**src/rtl/pong_pkg.sv**
```systemverilog
// Shared playfield constants, FSM state type and signed helpers for the
// paddle and ball blocks.
package pong_pkg;
  localparam int H_ACTIVE   = 640;
  localparam int V_ACTIVE   = 480;
  localparam int PADDLE_W   = 16;
  localparam int PADDLE_H   = 80;
  localparam int L_POSITION = 20;
  localparam int R_POSITION = 20;

  typedef enum logic [1:0] {SERVE, PLAY, POINT, OVER} state_e;

  typedef logic signed [10:0] s11_t;

  function automatic s11_t to_s11(input logic [9:0] v);
    return signed'({1'b0, v});
  endfunction

  function automatic s11_t abs11(input s11_t v);
    return v[10] ? -v : v;
  endfunction
endpackage

```
**src/rtl/ball_ctrl_if.sv**
```systemverilog
// Pixel/paddle inputs and ball/score outputs of the ball controller.
interface ball_ctrl_if;
  logic [9:0]  x, y;
  logic [9:0]  x_paddle1, y_paddle1, x_paddle2, y_paddle2;
  logic [9:0]  x_ball, y_ball;
  logic        ball_on;
  logic [11:0] rgb_ball;
  logic [3:0]  score1, score2;
  logic        game_over;

  modport master (
    output x, y, x_paddle1, y_paddle1, x_paddle2, y_paddle2,
    input  x_ball, y_ball, ball_on, rgb_ball, score1, score2, game_over
  );

  modport slave (
    input  x, y, x_paddle1, y_paddle1, x_paddle2, y_paddle2,
    output x_ball, y_ball, ball_on, rgb_ball, score1, score2, game_over
  );
endinterface

```
**src/rtl/score_counter.sv**
```systemverilog
// 4-bit saturating point counter with synchronous reset.
module score_counter #(
  parameter int unsigned MAX = 9
) (
  input  logic       clk_i,
  input  logic       rst_i,
  input  logic       inc_i,
  output logic [3:0] count_o
);
  logic [3:0] count_q;

  always_ff @(posedge clk_i) begin
    if (rst_i) begin
      count_q <= '0;
    end else if (inc_i && (count_q != 4'(MAX))) begin
      count_q <= count_q + 4'd1;
    end
  end

  assign count_o = count_q;
endmodule

```
**src/rtl/ball_ctrl.sv**
```systemverilog
// Pong ball: serve delay, 1 px/tick motion, wall and paddle bounces,
// miss scoring and game-over hold.
module ball_ctrl #(
  parameter int H_ACTIVE    = pong_pkg::H_ACTIVE,
  parameter int V_ACTIVE    = pong_pkg::V_ACTIVE,
  parameter int BALL_SIZE   = 8,
  parameter int SERVE_DELAY = 1000,
  parameter int WIN_SCORE   = 9
) (
  input  logic        clk_1ms,
  input  logic        reset,
  ball_ctrl_if.slave  bus
);
  import pong_pkg::state_e;
  import pong_pkg::s11_t;
  import pong_pkg::to_s11;
  import pong_pkg::abs11;

  localparam int         CNT_W   = $clog2(SERVE_DELAY + 1);
  localparam s11_t       HALF    = s11_t'(BALL_SIZE / 2);
  localparam s11_t       HALF_M1 = s11_t'(BALL_SIZE / 2 - 1);
  localparam s11_t       X_MAX   = s11_t'(H_ACTIVE - 1);
  localparam s11_t       Y_MAX   = s11_t'(V_ACTIVE - 1);
  localparam s11_t       P_REACH = s11_t'(pong_pkg::PADDLE_W / 2 + 1);
  localparam s11_t       P_SPAN  = s11_t'((pong_pkg::PADDLE_H + BALL_SIZE) / 2);
  localparam logic [9:0] X_C     = 10'(H_ACTIVE / 2);
  localparam logic [9:0] Y_C     = 10'(V_ACTIVE / 2);

  state_e           state_q;
  logic [CNT_W-1:0] cnt_q;
  logic [9:0]       xb_q, yb_q;
  logic             dx_q, dy_q, p1_pt_q;
  logic [3:0]       score1, score2;

  s11_t xb, yb, xs, ys;
  logic wall_hit, hit1, hit2, miss_l, miss_r, ndx, ndy, win1, win2;

  assign xb = to_s11(xb_q);
  assign yb = to_s11(yb_q);
  assign xs = to_s11(bus.x);
  assign ys = to_s11(bus.y);

  assign wall_hit = ((yb - HALF == '0) && !dy_q) || ((yb + HALF == Y_MAX) && dy_q);
  assign hit1 = !dx_q && (xb - HALF == to_s11(bus.x_paddle1) + P_REACH) &&
                (abs11(yb - to_s11(bus.y_paddle1)) < P_SPAN);
  assign hit2 = dx_q && (xb + HALF == to_s11(bus.x_paddle2) - P_REACH) &&
                (abs11(yb - to_s11(bus.y_paddle2)) < P_SPAN);
  assign miss_l = !dx_q && (xb - HALF == '0);
  assign miss_r = dx_q && (xb + HALF == X_MAX);
  assign ndx    = dx_q ^ (hit1 | hit2);
  assign ndy    = dy_q ^ wall_hit;
  assign win1   = (score1 == 4'(WIN_SCORE - 1));
  assign win2   = (score2 == 4'(WIN_SCORE - 1));

  always_ff @(posedge clk_1ms) begin
    if (reset) begin
      state_q <= pong_pkg::SERVE;
      cnt_q   <= '0;
      xb_q    <= X_C;
      yb_q    <= Y_C;
      dx_q    <= 1'b1;
      dy_q    <= 1'b1;
      p1_pt_q <= 1'b0;
    end else begin
      case (state_q)
        pong_pkg::SERVE: begin
          xb_q <= X_C;
          yb_q <= Y_C;
          if (cnt_q == CNT_W'(SERVE_DELAY - 1)) begin
            cnt_q   <= '0;
            state_q <= pong_pkg::PLAY;
          end else begin
            cnt_q <= cnt_q + 1'b1;
          end
        end
        pong_pkg::PLAY: begin
          // A miss freezes the ball and directions; POINT applies the serve-side changes.
          if (miss_l || miss_r) begin
            p1_pt_q <= miss_r;
            state_q <= pong_pkg::POINT;
          end else begin
            dx_q <= ndx;
            dy_q <= ndy;
            xb_q <= ndx ? xb_q + 10'd1 : xb_q - 10'd1;
            yb_q <= ndy ? yb_q + 10'd1 : yb_q - 10'd1;
          end
        end
        pong_pkg::POINT: begin
          xb_q    <= X_C;
          yb_q    <= Y_C;
          dx_q    <= p1_pt_q;
          dy_q    <= ~dy_q;
          state_q <= (p1_pt_q ? win1 : win2) ? pong_pkg::OVER : pong_pkg::SERVE;
        end
        pong_pkg::OVER: begin
          xb_q <= X_C;
          yb_q <= Y_C;
        end
      endcase
    end
  end

  score_counter #(.MAX(WIN_SCORE)) u_score1 (
    .clk_i   (clk_1ms),
    .rst_i   (reset),
    .inc_i   ((state_q == pong_pkg::POINT) && p1_pt_q),
    .count_o (score1)
  );

  score_counter #(.MAX(WIN_SCORE)) u_score2 (
    .clk_i   (clk_1ms),
    .rst_i   (reset),
    .inc_i   ((state_q == pong_pkg::POINT) && !p1_pt_q),
    .count_o (score2)
  );

  assign bus.x_ball    = xb_q;
  assign bus.y_ball    = yb_q;
  assign bus.score1    = score1;
  assign bus.score2    = score2;
  assign bus.game_over = (state_q == pong_pkg::OVER);
  assign bus.rgb_ball  = 12'hFFF;
  assign bus.ball_on   = (state_q != pong_pkg::OVER) &&
                         (xs >= xb - HALF) && (xs <= xb + HALF_M1) &&
                         (ys >= yb - HALF) && (ys <= yb + HALF_M1);
endmodule

```
**src/flat_wrapper.sv**
```systemverilog
// flat-port wrapper written by rule: the top's interface ports become plain ports
module ball_ctrl_flat import pong_pkg::state_e; import pong_pkg::s11_t; import pong_pkg::to_s11; import pong_pkg::abs11;
#(
  parameter int H_ACTIVE    = pong_pkg::H_ACTIVE,
  parameter int V_ACTIVE    = pong_pkg::V_ACTIVE,
  parameter int BALL_SIZE   = 8,
  parameter int SERVE_DELAY = 1000,
  parameter int WIN_SCORE   = 9
)
  (clk_1ms, reset, bus_x, bus_y, bus_x_paddle1, bus_y_paddle1, bus_x_paddle2, bus_y_paddle2, bus_x_ball, bus_y_ball, bus_ball_on, bus_rgb_ball, bus_score1, bus_score2, bus_game_over);
  ball_ctrl_if bus_i ();
  input  logic clk_1ms;
  input  logic reset;
  input wire logic [$bits(bus_i.x)-1:0] bus_x;
  input wire logic [$bits(bus_i.y)-1:0] bus_y;
  input wire logic [$bits(bus_i.x_paddle1)-1:0] bus_x_paddle1;
  input wire logic [$bits(bus_i.y_paddle1)-1:0] bus_y_paddle1;
  input wire logic [$bits(bus_i.x_paddle2)-1:0] bus_x_paddle2;
  input wire logic [$bits(bus_i.y_paddle2)-1:0] bus_y_paddle2;
  output wire logic [$bits(bus_i.x_ball)-1:0] bus_x_ball;
  output wire logic [$bits(bus_i.y_ball)-1:0] bus_y_ball;
  output wire logic [$bits(bus_i.ball_on)-1:0] bus_ball_on;
  output wire logic [$bits(bus_i.rgb_ball)-1:0] bus_rgb_ball;
  output wire logic [$bits(bus_i.score1)-1:0] bus_score1;
  output wire logic [$bits(bus_i.score2)-1:0] bus_score2;
  output wire logic [$bits(bus_i.game_over)-1:0] bus_game_over;
  assign bus_i.x = bus_x;
  assign bus_i.y = bus_y;
  assign bus_i.x_paddle1 = bus_x_paddle1;
  assign bus_i.y_paddle1 = bus_y_paddle1;
  assign bus_i.x_paddle2 = bus_x_paddle2;
  assign bus_i.y_paddle2 = bus_y_paddle2;
  assign bus_x_ball = bus_i.x_ball;
  assign bus_y_ball = bus_i.y_ball;
  assign bus_ball_on = bus_i.ball_on;
  assign bus_rgb_ball = bus_i.rgb_ball;
  assign bus_score1 = bus_i.score1;
  assign bus_score2 = bus_i.score2;
  assign bus_game_over = bus_i.game_over;
  ball_ctrl #(.H_ACTIVE(H_ACTIVE), .V_ACTIVE(V_ACTIVE), .BALL_SIZE(BALL_SIZE), .SERVE_DELAY(SERVE_DELAY), .WIN_SCORE(WIN_SCORE)) u_core (.clk_1ms(clk_1ms), .reset(reset), .bus(bus_i));
endmodule
```
**config.mk**
```make
export PLATFORM = sky130hd
export DESIGN_NAME = ball_ctrl_flat
export DESIGN_NICKNAME = d
export VERILOG_FILES = /design/src/rtl/pong_pkg.sv /design/src/rtl/ball_ctrl_if.sv /design/src/rtl/score_counter.sv /design/src/rtl/ball_ctrl.sv /design/src/flat_wrapper.sv
export SDC_FILE = /design/constraint.sdc
export NUM_CORES = 1
export LEC_CHECK = 0
export BUFFER_PORTS_ARGS = -buffer_cell sky130_fd_sc_hd__buf_2
export CORE_MARGIN = 10
export CORE_UTILIZATION = 54
export CTS_BUF_LIST = sky130_fd_sc_hd__clkbuf_4
export DETAILED_ROUTE_END_ITERATION = 7
export PLACE_DENSITY = 0.84
export SYNTH_ARGS = -nofsm -noshare
export SYNTH_HDL_FRONTEND = slang
export SYNTH_HIERARCHICAL = 1
export SYNTH_SLANG_ARGS = --single-unit
```
**constraint.sdc**
```tcl
create_clock -name clk_1ms -period 4.1 [get_ports clk_1ms]
set_input_delay 0.615 -clock clk_1ms [delete_from_list [all_inputs] [get_ports clk_1ms]]
set_output_delay 0.615 -clock clk_1ms [all_outputs]
set_load 0.01 [all_outputs]
```
==> impl_metrics.py, run 1 <==
metrics = {
    "outcome": {
        "status": "finished, final reports clean",
    },
    "clock_network": {
        "cts_made_buffers": 5,
        "clkTransAtPathRegs_ps": 140,
        "cts_hold_buf": 0,
        "cts_tree": "built",
        "htreeDepth": 2,
        "cts_sinks": 43,
        "clock_path_buffers": 2,
        "clockRootBuffer": "clkbuf_4",
        "insertion_delay_ps": 350,
    },
    "drt": {
        "wl_per_cell_um": 15.2,
        "vias": 6067,
        "ant_nets": 0,
        "routed_wl_um": 16100,
        "highest_layer": "met4",
        "first_pass_iters": 5,
        "drc": 0,
        "wl_met2_um": 7650,
        "wl_met1_um": 7220,
        "route.met3.wl_um": 949,
        "drt_iter0_markers": 475,
        "vias_per_cell": 5.75,
    },
    "finish": {
        "area_delta_synth_final_pct": 14.1,
        "multi_input_area_sq_mm": 0.00501,
        "seq_area_sq_um": 870,
        "fin_cells": 1055,
        "design_area_sq_mm": 0.00702,
        "diodes": 0,
        "layout.nets": 1073,
        "fill_cells": 962,
        "drive_gt1_share_pct": 19.1,
        "layout_common_cells": "buf_2 (91), ha_1 (91), xnor2_1 (65), nor2_1 (65), nand2_1 (62)",
    },
    "setup_path": {
        "reg2reg_depth": 17,
        "r2r-end": "u_core/bus.x_ball[4]",
        "slowest_delay_ps": 350,
        "crit_fanout": 16,
        "critPathKind": "reg -> out",
        "slowest_stage": "dfxtp_1",
        "reg2reg_from": "u_core/bus.x_ball[2]",
        "path_cells": "buf_4, ha_2, and3_1, nand3_2, nor2_1, xnor2_1, ha_1, nand4_1, o32ai_1, a21oi_1, nor4_2, buf_2",
        "end_kind": "output port",
        "r2r_slack_ps": 210,
        "arrival_ps": 3280,
        "cp_data_required_time_ps": 3480,
        "worstSetupStartpointType": "register",
    },
    "min_path": {
        "hold_path_class": "reg -> reg",
        "hold_depth": 2,
        "worstHoldStart": "u_core/cnt_q[1]",
        "hold_end": "u_core/cnt_q[1]",
    },
    "yosys": {
        "synthDistinctLibCells": 75,
        "synth_area_leaders": "ha_1 (19%), dfxtp_1 (14%), xnor2_1 (9.2%), xor2_1 (5.1%), a21oi_1 (5.0%)",
        "netlist_instances": 813,
        "synth_edf_count": 0,
        "synth_top_cell_by_area": "ha_1",
        "yosysWarnings": 6,
        "yosysTopAreaCellShare_pct": 19.1,
        "ys_seq_area_share_pct": 14.0,
        "syn_area_sq_mm": 0.00616,
        "postSynth.asyncResetShare_pct": 0,
        "synth_flop_cell": "dfxtp_1",
        "synth_seq_cells": 43,
        "syn-mean-instance-area_sq_um": 7.57,
    },
    "global_route": {
        "grt_max_degree": 43,
        "overflow": 0,
        "grt_pass1_wl_um": 26300,
        "antenna_found_initial": 0,
        "grt_pass1_vias": 5690,
        "grt_usage_pct": 18.5,
    },
    "timing": {
        "slew_headroom_pct": 50.9,
        "setup_ws_ps": 206,
        "fin_crit_ps": 3890,
        "timing.final.crit_share_pct": 95.0,
        "setup_viol": 0,
        "fmax_ghz": 0.257,
        "hold_viol": 0,
        "fin_skew_ps": 21.3,
        "tightest_slew_ps": 737,
        "slew_viol_final": 0,
    },
    "pwr": {
        "pwr-share-comb_pct": 39.0,
        "seqPwrFrac_pct": 41.0,
        "p_int_mw": 0.695,
        "clkPwrFrac_pct": 20.0,
        "leakagePower_nw": 3.18,
        "p_per_area_mw_per_mm2": 154,
        "peakVddDrop_mv": 0.141,
        "swShare_pct": 35.7,
        "p_sw_mw": 0.385,
    },
    "placement": {
        "numPortBuffers": 91,
        "gp_congestion": 0.894,
        "dpl.hpwl_um": 12700,
        "pre_cts_slack_ps": -118,
        "place_inst": 1045,
        "place_area_sq_mm": 0.00686,
    },
    "die": {
        "coreArea_sq_mm": 0.0110,
        "ios": 104,
        "chipHeight_um": 127,
        "rows": 38,
        "die_w_um": 127,
        "die_area_sq_mm": 0.0161,
        "start_util_pct": 56.1,
    },
    "flow_run": {
        "drv_cap": 0,
    },
}
## repair_timing
action                                  in CTS  in global routing
gates cloned                                 0                  0
setup buffers                                0                  2
endpoints found under the setup margin       2                  7
resized for setup                            3                 26
pin swaps                                    0                  7
## how the worst max path moves through the flow
stage                               from                    to  slack [ps]  cells after the start
CTS                 u_core/bus.x_ball[2]  u_core/bus.x_ball[4]          30                     17
global route        u_core/bus.y_ball[0]  u_core/bus.x_ball[4]         -30                     19
floorplan           u_core/bus.y_ball[5]  u_core/bus.y_ball[8]         110                     19
detailed placement      bus_y_paddle2[0]  u_core/bus.x_ball[4]        -120                     19
finish              u_core/bus.x_ball[2]           bus_ball_on         210                     12
global placement        bus_y_paddle2[0]  u_core/bus.x_ball[4]          50                     19
## critical path, delay by kind of cell, from the launching register on
kind / cells / cell delay (ps)
simple gates: 5 / 1020
xor+xnor: 1 / 100
compound gates: 2 / 400
fa+ha+maj: 2 / 620
flops: 1 / 350
buf+inv: 2 / 430
## flip-flops by register name, summed over array words and instances, names as in the netlist
name,cells
u_core/u_score1/count_o,4
u_core/dy_q,1
u_core/u_score2/count_o,4
u_core/state_q,2
u_core/bus.x_ball,10
u_core/dx_q,1
u_core/cnt_q,10
u_core/bus.y_ball,10
u_core/p1_pt_q,1
## stage by stage
step	utilization (%)	power (mW)	hold WS [ps]	setup TNS [ps]
2_1_floorplan	-	0.750	453	0
3_3_place_gp	62.4	0.847	476	0
3_5_place_dp	62.4	0.859	497	-164
4_1_cts	63.0	1.07	516	0
5_1_grt	64.0	1.16	549	-34.1
6_report	64.0	1.08	514	0
## synth_stat cells, types with 7 or more instances
master,number
o21ai_0,28
clkbuf_1,20
buf_4,13
nand2b_1,15
buf_2,9
nand3_1,36
a31oi_1,11
dfxtp_1,43
a21oi_1,61
ha_1,94
nor2b_1,13
a21o_1,10
mux2i_1,11
nand2_1,62
nor2_1,66
nor4_1,11
inv_1,48
xnor2_1,65
and3_1,16
nor3_1,19
xor2_1,36
nand4_1,13
or3_1,7
## power groups by stage
stage / Sequential (mW) / Combinational [mW] / Clock, mW
after floorplan: 0.453 / 0.297 / 0
after global placement: 0.453 / 0.394 / 0
after detailed placement: 0.454 / 0.405 / 0
after CTS: 0.445 / 0.408 / 0.221
after global routing: 0.446 / 0.470 / 0.242
final: 0.443 / 0.421 / 0.216
## layout make-up
class	instances	share of cell area [%]
tap	140	2.49
clock buffer	7	0.748
inverter	48	2.57
multi-input combinational	688	71.3
sequential	43	12.4
clock inverter	1	0.0713
timing repair buffer	128	10.4
## layer usage
metal / GRT usage [%] / vias up
met5: 0 / -
met4: 3.35 / 0
met3: 2.46 / 23
met2: 32.1 / 193
met1: 24.0 / 2783
li1: - / 3068
## cells by family (layout without fill, tap and decap cells)
kind of cell             Yosys count  count (layout)  synth area share, %
AND/OR/NAND/NOR                  290             290                 24.4
AO/OA/AOI/OAI                    175             175                 18.1
XOR/XNOR                         102             102                 14.6
adder cells (fa/ha/maj)           97              97                 20.1
buffers and inverters             93             184                 6.77
flip-flops                        43              43                 14.0
multiplexers                      12              12                 1.97
other                              1              12               0.0609
No activity file was read; power rests on OpenSTA's default activity.
==> run 2, diff against run 1 <==
- ABC_AREA: not set -> 1
- CAP_MARGIN: not set -> 20
- CORE_UTILIZATION: 54 -> 55
- CTS_BUF_LIST: sky130_fd_sc_hd__clkbuf_4 -> sky130_fd_sc_hd__clkbuf_4 sky130_fd_sc_hd__clkbuf_8
==> impl_metrics.py, run 2 <==
metrics = {
    "finish": {
        "layout_commonest_cell": "nand2_1",
        "layout.nets": 1472,
        "multi_input_area_sq_mm": 0.00550,
        "area_delta_synth_final_pct": 10.7,
        "seq_area_sq_um": 865,
        "diodes": 0,
        "fin_cells": 1486,
        "layout_common_cells": "nand2_1 (355), inv_1 (177), nand3_1 (103)",
        "fill_cells": 1211,
        "finalCoreUtilization_pct": 62.7,
        "drive_gt1_share_pct": 16.1,
    },
    "die": {
        "ios": 104,
        "start_util_pct": 56.7,
        "coreArea_sq_mm": 0.0128,
        "die_w_um": 135,
        "chipHeight_um": 135,
        "die_area_sq_mm": 0.0182,
        "rows": 41,
    },
    "pwr": {
        "p_per_area_mw_per_mm2": 295,
        "p_sw_mw": 1.20,
        "swShare_pct": 50.6,
        "leakagePower_nw": 4.42,
        "seqPwrFrac_pct": 23.1,
        "p_int_mw": 1.17,
        "peakVddDrop_mv": 0.297,
        "pwr-share-comb_pct": 64.7,
        "clkPwrFrac_pct": 12.2,
    },
    "placement": {
        "place_inst": 1478,
        "dpl.hpwl_um": 15900,
        "numPortBuffers": 91,
        "pre_cts_slack_ps": 142,
        "gp_congestion": 0.981,
    },
    "global_route": {
        "grt_max_degree": 26,
        "grt_pass1_wl_um": 31900,
        "grt_pass1_vias": 7308,
        "antenna_found_initial": 0,
        "grt_usage_pct": 20.2,
        "overflow": 0,
    },
    "drt": {
        "wl_per_cell_um": 13.0,
        "first_pass_iters": 5,
        "ant_nets": 0,
        "vias": 7868,
        "vias_per_cell": 5.29,
        "routed_wl_um": 19300,
        "drc": 0,
        "drt_iter0_markers": 643,
    },
    "yosys": {
        "synth_mux_area_share_pct": 0,
        "synthDistinctLibCells": 55,
        "synth_area_leaders": "nand2_1 (18%), ha_1 (16%), dfxtp_1 (12%), inv_1 (9.2%), nand3_1 (7.1%)",
        "yosysWarnings": 6,
        "synth_top_family_by_area": "simple AND/OR/NAND/NOR gates",
        "yosysMostFrequentCell": "nand2_1",
        "postSynth.asyncResetShare_pct": 0,
        "synth_edf_count": 0,
        "synth_flop_cell": "dfxtp_1",
        "yosysTopAreaCellShare_pct": 18.4,
        "synth_compound_area_share_pct": 12.3,
        "syn_area_sq_mm": 0.00724,
        "syn-mean-instance-area_sq_um": 5.96,
        "netlist_instances": 1214,
        "synth_xor_area_share_pct": 5.05,
        "synthAdderAreaFrac_pct": 17.1,
        "synth_top_cell_by_area": "nand2_1",
        "synth_seq_cells": 43,
        "synth_common_cells": "nand2_1 (355), inv_1 (178), nand3_1 (103), ha_1 (94), nor2_1 (88)",
        "synth-simple-area-share_pct": 40.6,
        "ys_seq_area_share_pct": 11.9,
    },
    "timing": {
        "hold_viol": 0,
        "setup_ws_ps": 178,
        "rsz0062_at_grt": "no",
        "fmax_ghz": 0.255,
        "setup_tns_ps": 0,
        "fin_crit_ps": 3920,
        "slew_headroom_pct": 58.1,
        "timing.final.crit_share_pct": 95.7,
        "setup_viol": 0,
        "tightest_slew_ps": 621,
        "fin_skew_ps": 13.0,
        "slew_viol_final": 0,
        "holdWs_ps": 500,
    },
    "flow_run": {
        "drv_cap": 0,
    },
    "clock_network": {
        "htreeDepth": 2,
        "clkTransAtPathRegs_ps": 90,
        "cts_sinks": 43,
        "insertion_delay_ps": 290,
        "clockRootBuffer": "clkbuf_8",
        "cts_tree": "built",
        "cts_hold_buf": 0,
        "cts_made_buffers": 5,
        "clock_path_buffers": 2,
    },
    "outcome": {
        "status": "finished, final reports clean",
    },
    "setup_path": {
        "crit_fanout": 12,
        "reg2reg_from": "u_core/bus.y_ball[0]",
        "critPathKind": "reg -> out",
        "worstSetupStartpointType": "register",
        "cp_data_required_time_ps": 3480,
        "critPathLaunch": "u_core/bus.y_ball[2]",
        "end_kind": "output port",
        "arrival_ps": 3310,
    },
    "min_path": {
        "worstHoldStart": "u_core/cnt_q[1]",
        "hold_path_class": "reg -> reg",
    },
}
[run 2: worst paths after layout]
kind / endpoint / slack (ps) / cells after the start
worst max-delay path: bus_ball_on / 180 / 17
worst min-delay path: u_core/cnt_q[1] / 500 / 2
worst max register to register: u_core/bus.x_ball[8] / 410 / 29
worst min register to register: u_core/cnt_q[1] / 500 / 2
[run 2: cell type report]
cell class	instances	share of cell area [%]
clock buffers	6	1.03
clock inverters	2	0.172
inverters	199	9.32
multi-input cells	955	68.6
flip-flops and latches	43	10.8
well taps	172	2.68
repair buffers	109	7.37
[run 2: metrics by stage]
stage	instance area, sq um	total power [mW]
after global placement	7890	2.00
final	8020	2.37
after global routing	8020	2.60
after floorplan	7280	1.67
after detailed placement	7890	2.04
after CTS	7990	2.34
[run 2: timing repair]
item	CTS	global route
gates resized for setup	0	10
setup endpoints to repair	0	3
endpoints found under the hold margin	0	0
buffers inserted	0	0
[run 2: cells by family (layout without fill, tap and decap cells)]
group | Yosys count | in the layout
flip-flops | 43 | 43
XOR/XNOR | 40 | 40
AO/OA/AOI/OAI | 148 | 148
other | 1 | 12
AND/OR/NAND/NOR | 658 | 658
adder cells (fa/ha/maj) | 97 | 97
buffers and inverters | 227 | 316
[run 2: critical path: stages, from the launching register on]
cell,delay [ps]
dfxtp_1,320
buf_4,190
ha_1,240
nand2_1,90
nor2_1,70
or2_2,300
ha_1,310
a21oi_1,140
a21oi_1,80
a211oi_1,180
nor2_1,70
nor2_1,90
o21a_1,120
nor2_1,100
a211oi_2,200
o221ai_2,180
a21oi_2,170
buf_2,150
[run 2: per-layer routing]
layer	vias up	global-route usage [%]	routed length, um	share of wire, %
li1	4105	-	-	-
met1	3473	25.4	8670	45
met2	276	35.9	9190	48
met3	14	2.52	1270	6.6
met4	0	3.93	171	0.89
met5	-	0	0	0
[run 2: power groups by stage]
stage                     logic, mW  clock network [mW]  registers, mW
after global routing           1.73               0.312          0.557
after global placement         1.45                   0          0.552
after floorplan                1.12                   0          0.555
after detailed placement       1.49                   0          0.554
final                          1.53               0.287          0.547
after CTS                      1.50               0.295          0.544
==> run 3, diff against run 2 <==
- CORE_UTILIZATION: 55 -> 60
- PLACE_DENSITY: 0.84 -> 0.87
- clock period: 4.1 -> 3.7 ns (I/O delays scaled with it)
==> impl_metrics.py, run 3 (synthesized netlist as in run 2, its figures left out) <==
metrics = {
    "outcome": {
        "status": "finished with violations",
        "violations": "negative setup slack",
    },
    "drt": {
        "wl_per_cell_um": 14.2,
        "vias": 8302,
        "ant_nets": 0,
        "vias_per_cell": 5.55,
        "first_pass_iters": 5,
        "routed_wl_um": 21200,
        "drc": 0,
        "drt_iter0_markers": 703,
    },
    "min_path": {
        "hold_depth": 2,
        "hold_path_class": "reg -> reg",
        "worstHoldStart": "u_core/cnt_q[1]",
        "hold_end": "u_core/cnt_q[1]",
    },
    "setup_path": {
        "critPathKind": "reg -> reg",
        "crit_fanout": 5,
        "slowest_stage": "dfxtp_4",
        "worstSetupStartpointType": "register",
        "critPathTopFamily": "compound AO/OA/AOI/OAI gates",
        "reg2reg_from": "u_core/bus.y_ball[2]",
        "cp_data_required_time_ps": 3900,
        "r2r_slack_ps": -150,
        "end_kind": "register",
        "arrival_ps": 4050,
        "r2r-end": "u_core/bus.y_ball[9]",
        "critical_path_depth": 26,
        "cp_num_buf_inv": 4,
        "slowest_delay_ps": 390,
        "reg2reg_depth": 26,
    },
    "placement": {
        "place_inst": 1475,
        "numPortBuffers": 91,
        "dpl.hpwl_um": 16500,
        "gp_congestion": 1.01,
        "place_area_sq_mm": 0.00803,
    },
    "timing": {
        "rsz0062_at_grt": "yes",
        "fin_crit_ps": 3850,
        "slew_headroom_pct": 55.7,
        "timing.final.crit_share_pct": 104,
        "holdWs_ps": 488,
        "setup_viol": 1,
        "hold_viol": 0,
        "slew_viol_final": 0,
        "setup_ws_ps": -154,
        "fin_skew_ps": 7.20,
        "tightest_slew_ps": 655,
        "fmax_ghz": 0.259,
    },
    "clock_network": {
        "clock_path_buffers": 2,
        "insertion_delay_ps": 320,
        "cts_sinks": 43,
        "clkTransAtPathRegs_ps": 100,
        "cts_made_buffers": 5,
        "htreeDepth": 2,
        "cts_tree": "built",
        "clockRootBuffer": "clkbuf_8",
    },
    "pwr": {
        "p_per_area_mw_per_mm2": 338,
        "leakagePower_nw": 4.60,
        "peakVddDrop_mv": 0.263,
    },
    "global_route": {
        "grt_usage_pct": 22.8,
        "grt_max_degree": 26,
        "grt_pass1_vias": 7274,
        "overflow": 0,
        "antenna_found_initial": 0,
        "grt_pass1_wl_um": 32600,
    },
    "die": {
        "chipHeight_um": 130,
        "rows": 40,
        "ios": 104,
        "die_w_um": 130,
        "start_util_pct": 60.8,
        "die_area_sq_mm": 0.0169,
        "coreArea_sq_mm": 0.0119,
    },
    "finish": {
        "layout.nets": 1508,
        "multi_input_area_sq_mm": 0.00569,
        "area_delta_synth_final_pct": 17.2,
        "layout_commonest_cell": "nand2_1",
        "layout_common_cells": "nand2_1 (354), inv_1 (172), nand3_1 (100)",
        "fill_cells": 1022,
        "drive_gt1_share_pct": 21.8,
        "diodes": 0,
        "design_area_sq_mm": 0.00848,
        "seq_area_sq_um": 881,
        "fin_cells": 1497,
    },
    "flow_run": {
        "drv_cap": 0,
    },
}
## run 3: cell types whose count changed in the layout (fill, tap and decap cells not counted), moves of 5 or more
cell / before / now
buf_4: 18 / 51
nor2_1: 88 / 79
a21oi_1: 59 / 52
a21oi_2: 5 / 12
dfxtp_1: 40 / 33
ha_1: 94 / 87
o21ai_0: 31 / 25
inv_1: 177 / 172
nor2_4: 3 / 8
o21ai_1: 5 / 10
## run 3: power breakdown
part	leakage (nW)	switching (mW)	internal [mW]	total (mW)
Combinational	4.20	1.20	0.736	1.93
Sequential	0.351	0.0762	0.521	0.597
Clock	0.0491	0.198	0.139	0.337
## run 3: how the worst max path moves through the flow
stage | startpoint | endpoint | slack [ps]
after floorplan | u_core/bus.y_ball[3] | u_core/bus.y_ball[9] | 50
after global placement | bus_y_paddle2[0] | u_core/bus.x_ball[8] | 50
after detailed placement | bus_y_paddle2[0] | u_core/bus.x_ball[8] | -70
after CTS | u_core/bus.x_ball[0] | bus_ball_on | 9
after global routing | u_core/bus.y_ball[3] | u_core/bus.y_ball[9] | -360
final | u_core/bus.y_ball[2] | u_core/bus.y_ball[9] | -150
## run 3: final cells by class
type / count / area share (%)
Clock buffer: 5 / 0.811
Clock inverter: 3 / 0.310
Inverter: 199 / 8.83
Multi-Input combinational cell: 955 / 67.1
Sequential cell: 43 / 10.4
Tap cell: 147 / 2.17
Timing Repair Buffer: 145 / 10.4
## run 3: metal layers
layer,vias to the layer above,wire length [um],GRT usage (%)
met5,-,0,0
met1,3744,8980,28.4
li1,4177,-,-
met3,52,1490,3.25
met2,329,10300,40.7
met4,0,433,4.56
## run 3: per-stage QoR
| stage | worst slack [ps] | setup TNS [ps] | util [%] | power [mW] |
|---|---|---|---|---|
| after global routing | -364 | -766 | 71.2 | 3.10 |
| after floorplan | 53.2 | 0 | - | 1.85 |
| after global placement | 48.4 | 0 | 67.4 | 2.28 |
| after CTS | 9.22 | 0 | 68.6 | 2.68 |
| after detailed placement | -68.3 | -107 | 67.4 | 2.33 |
| final | -154 | -154 | 71.2 | 2.87 |
## run 3: what timing repair did
action,CTS,global route
setup buffers,2,12
setup endpoints to repair,3,13
gates resized for setup,13,62
pin swaps,4,23
hold buffers,0,0
## run 3: worst min-delay path, delay by kind of cell, from the launching register on
kind | cells | cell delay [ps]
simple gates | 1 | 60
flops | 1 | 330
compound gates | 1 | 50
